**src/rtl/dense_requant_relu_pkg.sv**
```systemverilog
// Shared widths, lane word types and the rounding helper for the dense requantisation path.
package dense_pkg;

  localparam int ACC_WIDTH = 32;
  localparam int PIX_WIDTH = 8;

  typedef logic signed [ACC_WIDTH-1:0] acc_t;
  typedef logic        [PIX_WIDTH-1:0] pix_t;

  // Half-up rounding offset added before the arithmetic shift; zero shift means no rounding.
  function automatic logic signed [ACC_WIDTH+1:0] ROUND_CONST(input int shift);
    if (shift == 0) return '0;
    return (ACC_WIDTH+2)'(1) << (shift - 1);
  endfunction

endpackage

```
**src/rtl/dense_requant_relu_lane.sv**
```systemverilog
// One tree's requantisation datapath: bias add, rounding shift, ReLU with upper clamp.
module requant_lane
  import dense_pkg::*;
#(
  parameter int SHIFT   = 4,
  parameter int SAT_MAX = 127
) (
  input  logic                        clock,
  input  logic                        reset,
  input  logic                        en,
  input  logic signed [ACC_WIDTH-1:0] acc,
  input  logic signed [ACC_WIDTH-1:0] bias,
  output logic        [PIX_WIDTH-1:0] pix
);

  localparam logic signed [ACC_WIDTH+1:0] SAT_LIM = (ACC_WIDTH+2)'(SAT_MAX);

  function automatic logic [PIX_WIDTH-1:0] relu_sat(input logic signed [ACC_WIDTH+1:0] r);
    if (r[ACC_WIDTH+1]) return '0;
    if (r > SAT_LIM) return PIX_WIDTH'(SAT_MAX);
    return r[PIX_WIDTH-1:0];
  endfunction

  logic signed [ACC_WIDTH:0]   sum_p0;
  logic signed [ACC_WIDTH+1:0] rnd;
  logic signed [ACC_WIDTH+1:0] shr_p1;
  logic        [PIX_WIDTH-1:0] pix_p2;

  assign rnd = {sum_p0[ACC_WIDTH], sum_p0} + ROUND_CONST(SHIFT);
  assign pix = pix_p2;

  always_ff @(posedge clock) begin
    if (reset) begin
      sum_p0 <= '0;
      shr_p1 <= '0;
      pix_p2 <= '0;
    end else if (en) begin
      // p0: bias add, p1: rounding shift, p2: ReLU and clamp
      sum_p0 <= {acc[ACC_WIDTH-1], acc} + {bias[ACC_WIDTH-1], bias};
      shr_p1 <= rnd >>> SHIFT;
      pix_p2 <= relu_sat(shr_p1);
    end
  end

endmodule

```
**src/rtl/dense_requant_relu.sv**
```systemverilog
// Requantises dense_25D accumulators to 8-bit pixels behind a stallable 3-stage pipeline with a frame window counter.
module dense_requant_relu
  import dense_pkg::*;
#(
  parameter int NUM_TREES         = 2,
  parameter int SHIFT             = 4,
  parameter int SAT_MAX           = 127,
  parameter int WINDOWS_PER_FRAME = 4
) (
  input  logic                                 clock,
  input  logic                                 reset,
  input  logic [ACC_WIDTH*NUM_TREES-1:0]       pixel_vector_in,
  input  logic [ACC_WIDTH*NUM_TREES-1:0]       bias,
  input  logic                                 in_valid,
  output logic                                 in_ready,
  output logic [PIX_WIDTH*NUM_TREES-1:0]       pixel_vector_out,
  output logic                                 out_valid,
  input  logic                                 out_ready,
  output logic                                 out_last,
  output logic [$clog2(WINDOWS_PER_FRAME):0]   window_count
);

  localparam int CW = $clog2(WINDOWS_PER_FRAME) + 1;
  localparam logic [CW-1:0] LAST_WIN = CW'(WINDOWS_PER_FRAME - 1);

  typedef acc_t [NUM_TREES-1:0] acc_vec_t;
  typedef pix_t [NUM_TREES-1:0] pix_vec_t;

  acc_vec_t acc_v;
  acc_vec_t bias_v;
  pix_vec_t pix_v;

  logic adv;
  logic vld_p0, vld_p1, vld_p2;
  logic [CW-1:0] win_cnt;

  assign acc_v  = pixel_vector_in;
  assign bias_v = bias;

  // Every stage shares one enable, so a stall freezes data and valids together.
  assign adv              = ~vld_p2 | out_ready;
  assign in_ready         = adv;
  assign out_valid        = vld_p2;
  assign out_last         = vld_p2 & (win_cnt == LAST_WIN);
  assign window_count     = win_cnt;
  assign pixel_vector_out = pix_v;

  for (genvar t = 0; t < NUM_TREES; t++) begin : g_lane
    requant_lane #(
      .SHIFT   (SHIFT),
      .SAT_MAX (SAT_MAX)
    ) u_lane (
      .clock (clock),
      .reset (reset),
      .en    (adv),
      .acc   (acc_v[t]),
      .bias  (bias_v[t]),
      .pix   (pix_v[t])
    );
  end

  always_ff @(posedge clock) begin
    if (reset) begin
      vld_p0 <= 1'b0;
      vld_p1 <= 1'b0;
      vld_p2 <= 1'b0;
    end else if (adv) begin
      vld_p0 <= in_valid;
      vld_p1 <= vld_p0;
      vld_p2 <= vld_p1;
    end
  end

  always_ff @(posedge clock) begin
    if (reset) begin
      win_cnt <= '0;
    end else if (vld_p2 & out_ready) begin
      win_cnt <= (win_cnt == LAST_WIN) ? '0 : win_cnt + 1'b1;
    end
  end

endmodule
```
**config.mk**
```make
export PLATFORM = sky130hd
export DESIGN_NAME = dense_requant_relu
export DESIGN_NICKNAME = d
export VERILOG_FILES = /design/src/rtl/dense_requant_relu_pkg.sv /design/src/rtl/dense_requant_relu_lane.sv /design/src/rtl/dense_requant_relu.sv
export SDC_FILE = /design/constraint.sdc
export NUM_CORES = 1
export LEC_CHECK = 0
export CORE_MARGIN = 2
export CORE_UTILIZATION = 30
export DETAILED_ROUTE_END_ITERATION = 12
export PLACE_DENSITY = 0.51
export SETUP_SLACK_MARGIN = 0.2
export SYNTH_ARGS = -nofsm -noshare
export SYNTH_HDL_FRONTEND = slang
export SYNTH_SLANG_ARGS = --single-unit
export TNS_END_PERCENT = 1
```
**constraint.sdc**
```tcl
create_clock -name clock -period 2.5 [get_ports clock]
set_input_delay 0.5 -clock clock [delete_from_list [all_inputs] [get_ports clock]]
set_output_delay 0.5 -clock clock [all_outputs]
set_load 0.05 [all_outputs]
```
# Word level (Yosys, flattened, before mapping)
# Cells that the tools add are included.
# word_totals
elab_cells	45
output_inout_bits	22
in_bits	132
reg_bits	148
# classes
n_lt_le_gt_ge	2
eq_ne	1
n_bitwise	4
addsub	5
muxes	23
# ops
operator	count
$add 33x5->34 const B	2
$add 32x32->33	2
$mux 8	8
$gt 30x8->1 const B	2
$mux 1	14
$add 3x1->3 const B	1
$eq 3x2->1 const B	1
$mux 3	1
$and 1x1->1	2
$not 1->1	1
$or 1x1->1	1

# Logic depth before layout (Yosys ltp)
# depth
word_depth	9
mapped_depth	11

# By module
# A second synthesis with hierarchy kept.
# hier_totals
cells_unflattened	1130
hier_area_um2	9302.7
# by_module_without_submodules
module	n_inst	cells_each	area_each_um2	seq_area_each_um2
requant_lane	2	553	4531.8	1361.3
dense_requant_relu	1	24	239.0	120.1

# Worst setup path after synthesis
# OpenSTA, ideal clock, no wires.
# synth_timing
path_type	input to register
startpoint	input pixel_vector_in[34]
endpoint	register g_lane[1].u_lane.sum_p0[18]
t_required_ns	2.383
setup_slack_ns	-0.234
setup_time_ns	0.117
cell_stages	10
arrival_time_ns	2.617
path_buffers	0
cell_sequence	ha_1 -> and4_4 -> o21ai_2 -> or3_1 -> nand3_2 -> a221o_2 -> a21oi_4 -> o21bai_1 -> a211o_1 -> a32o_1
# synth_via
elab_chain_len	1
# synth_lines
element	line_no	text
from (decl)	dense_requant_relu.sv:12	input logic [ACC_WIDTH*NUM_TREES-1:0] pixel_vector_in,
$add 32x32->33	dense_requant_relu_lane.sv:39	sum_p0 <= {acc[ACC_WIDTH-1], acc} + {bias[ACC_WIDTH-1], bias};
to (signal assigned)	dense_requant_relu_lane.sv:39	
to (decl)	dense_requant_relu_lane.sv:24	logic signed [ACC_WIDTH:0] sum_p0;
# No other way between the ends.
# A chain may end at the register's enable or synchronous reset.

# Worst setup path in the final report
# layout_timing
startpoint	input pixel_vector_in[45]
endpoint	register g_lane[1].u_lane.sum_p0[18]
# Same word-level chain as after synthesis.

==> results_dict.tcl <==
set metrics [dict create \
    drt_iter0_drc 428 \
    path_buf_inv 2 \
    antenna_found_initial 0 \
    fin_util_pct 46.1 \
    hp-class "input port to register" \
    drt_wl_total_um 23300 \
    root_buffer "clkbuf_16" \
    clock-sinks 142 \
    rsz0062_at_grt "true" \
    worstMarginPinSlew_ps 808 \
    status "completed" \
    drtPass1Iterations 5 \
    clk_latency_ps 420 \
    io_buffers 153 \
    endpoint_kind "register" \
    required_ps 2810 \
    cts_max_level 4 \
    area_delta_synth_final_pct 52.0 \
    core_area_sq_um 28500 \
    placed_area_sq_um 11800 \
    drcViolationCount 0 \
    p_leak_uw 0.00559 \
    critPathTopFamily "compound AO/OA/AOI/OAI gates" \
    antenna_left 0 \
    die_h_um 174 \
    via_count 8491 \
    met2_usage_pct 24.4 \
    fin_crit_sh_pct 99.5 \
    wl_per_cell_um 13.2 \
    nets 1569 \
    layout_commonest_cell "buf_4" \
    ys_seq_elements 142 \
    place.gp.congestion 0.814 \
    vdd_drop_max_mv 0.412 \
    final_cells 1769 \
    cts_buffer_depth 2 \
    layout_common_cells "buf_4 (181), dfxtp_1 (139), nor2_1 (118)" \
    worstPathArrival_ps 2800 \
    path_cells "clkdlybuf4s50_1, ha_4, a21oi_1, o21ai_1, a221o_2, buf_12, a21oi_4, o21bai_1, a211o_1, a32o_1" \
    met3_usage_pct 3.11 \
    layout-drive-gt1-share_pct 24.6 \
    maxCapViolCount 0 \
    syn-instance-count 1063 \
    crit_path_max_incr_delay_ps 510 \
    syn_area_sq_um 8650 \
    setup_tns_ps 0 \
    grt_pass1_wl_um 38700 \
    initial_core_util_pct 30.3 \
    ys.flop_type "dfxtp_1" \
    finalSetupViolations 0 \
    finalHoldViolCount 0 \
    rows 62 \
    seq_area_frac_synth_pct 32.9 \
    synth_nets 1260 \
    relSlewSlack_pct 46.1 \
    crit_slowest_cell "clkdlybuf4s50_1" \
    fin_worst_skew_ps 11.4 \
    dpl.hpwl_um 17400 \
    ios 154 \
    crit_type "input port to register" \
    startpoint_type "input port" \
    synth_edf_count 0 \
    synth_warnings 0 \
    p_per_area_nw_per_um2 564 \
    die_w_um 174 \
    grt_pass1_vias 8138 \
    max_freq_ghz 0.402 \
    use_met1_pct 21.0 \
    place_inst 1713 \
    die_area_sq_um 30200 \
    cts_made_buffers 17 \
    vias_per_cell 4.80 \
    grt.overflow.total 0 \
    period_minus_slack_ps 2490 \
    fin_area_sq_um 13100 \
    insertedDiodeCount 0 \
    grt_usage_pct 15.2 \
    cts_tree "yes" \
    top_usage_layer "met2" \
    grt_max_degree 75 \
    syn_avg_cell_area_sq_um 8.14 \
    fillers 2912 \
    slew_viol_final 0 \
    crit_fanout 4 \
    clkTransAtPathRegs_ps 60 \
    synth.distinct_cells 63 \
    synthArstFlopShare_pct 0 \
]
-- final timing paths --
check | to | cells after the start | startpoint | slack [ps]
max | g_lane[1].u_lane.sum_p0[18] | 10 | pixel_vector_in[45] | 10
min reg2reg | g_lane[1].u_lane.shr_p1[0] | 2 | g_lane[1].u_lane.shr_p1[0] | 450
min | g_lane[0].u_lane.shr_p1[3] | 2 | reset | 390
max reg2reg | g_lane[1].u_lane.shr_p1[28] | 8 | g_lane[1].u_lane.sum_p0[9] | 260
-- area by class of cell --
type | count | area, sq um | area share (%)
timing repair buffer | 343 | 2960 | 22.5
clock inverter | 3 | 46.3 | 0.352
multi-input combinational | 852 | 6210 | 47.3
clock buffer | 29 | 541 | 4.11
inverter | 16 | 62.6 | 0.476
sequential | 142 | 2850 | 21.7
tap | 384 | 480 | 3.65
-- power breakdown --
part	internal [uW]	leakage [uW]	switching [uW]
sequential	2530	0.00118	233
clock	1560	0.000284	907
combinational	1170	0.00413	1010
-- registers in the layout, indices dropped and copies added (netlist names) --
name                  cells
vld_p0                    1
out_valid                 1
g_lane.u_lane.shr_p1     60
window_count              3
vld_p1                    1
g_lane.u_lane.sum_p0     60
g_lane.u_lane.pix        16
-- stage by stage --
step	power [uW]	hold WS [ps]	worst slack, ps
after floorplan	3920	432	-138
after global placement	4770	440	-800
after detailed placement	4790	443	-815
after CTS	7400	378	38.9
after global routing	7860	388	-63.1
final	7410	390	11.4
-- cells in the mapped netlist (3+ instances only) --
cell type,instances,share of area (%)
xnor2_1,38,3.8
ha_1,65,9.4
and3_1,17,1.2
a22o_1,24,2.4
inv_1,16,0.69
o21bai_1,8,0.69
nor2_1,122,5.3
a211oi_1,52,4.5
nand2_1,115,5.0
o21ai_0,28,1.6
or2_2,3,0.22
or3_1,15,1.1
nand4_1,13,0.94
a32o_1,4,0.46
o21ai_1,6,0.35
o211ai_1,7,0.61
a311oi_1,13,1.3
nor4_1,9,0.65
nand3_1,34,2.0
xor2_1,58,5.9
nand3b_1,4,0.35
a21o_1,30,2.6
a31oi_1,5,0.36
nand2b_1,3,0.22
and2_1,6,0.43
a211o_1,3,0.30
and4_1,5,0.51
dfxtp_1,142,33
a21oi_1,93,5.4
nor2b_1,3,0.22
buf_1,4,0.17
or4_1,5,0.43
clkbuf_1,47,2.0
nor3_1,32,1.9
-- logic make-up (layout without fill, tap and decap cells) --
group,after synthesis,in the layout,synth area share [%]
adders and majority gates,65,65,9.40
muxes,1,1,0.116
DFF,142,142,32.9
and+or+nand+nor,394,394,21.4
buffers and inverters,69,391,3.02
xor gates and xnor gates,96,96,9.72
AOI/OAI and AO/OA,296,296,23.5
-- what timing repair did --
action | 4_1_cts | 5_1_grt
pin swaps | 60 | 67
setup buffers | 19 | 5
hold endpoints to repair | 0 | 0
hold buffers | 0 | 0
setup endpoints to repair | 47 | 50
resized for setup | 118 | 83
-- routing by layer --
layer | share of wire (%) | up-vias
met2 | 44 | 126
met3 | 3.7 | 10
met4 | 0.68 | 0
met5 | 0 | -
met1 | 51 | 3861
li1 | - | 4494
No activity file was read; power rests on OpenSTA's default activity.
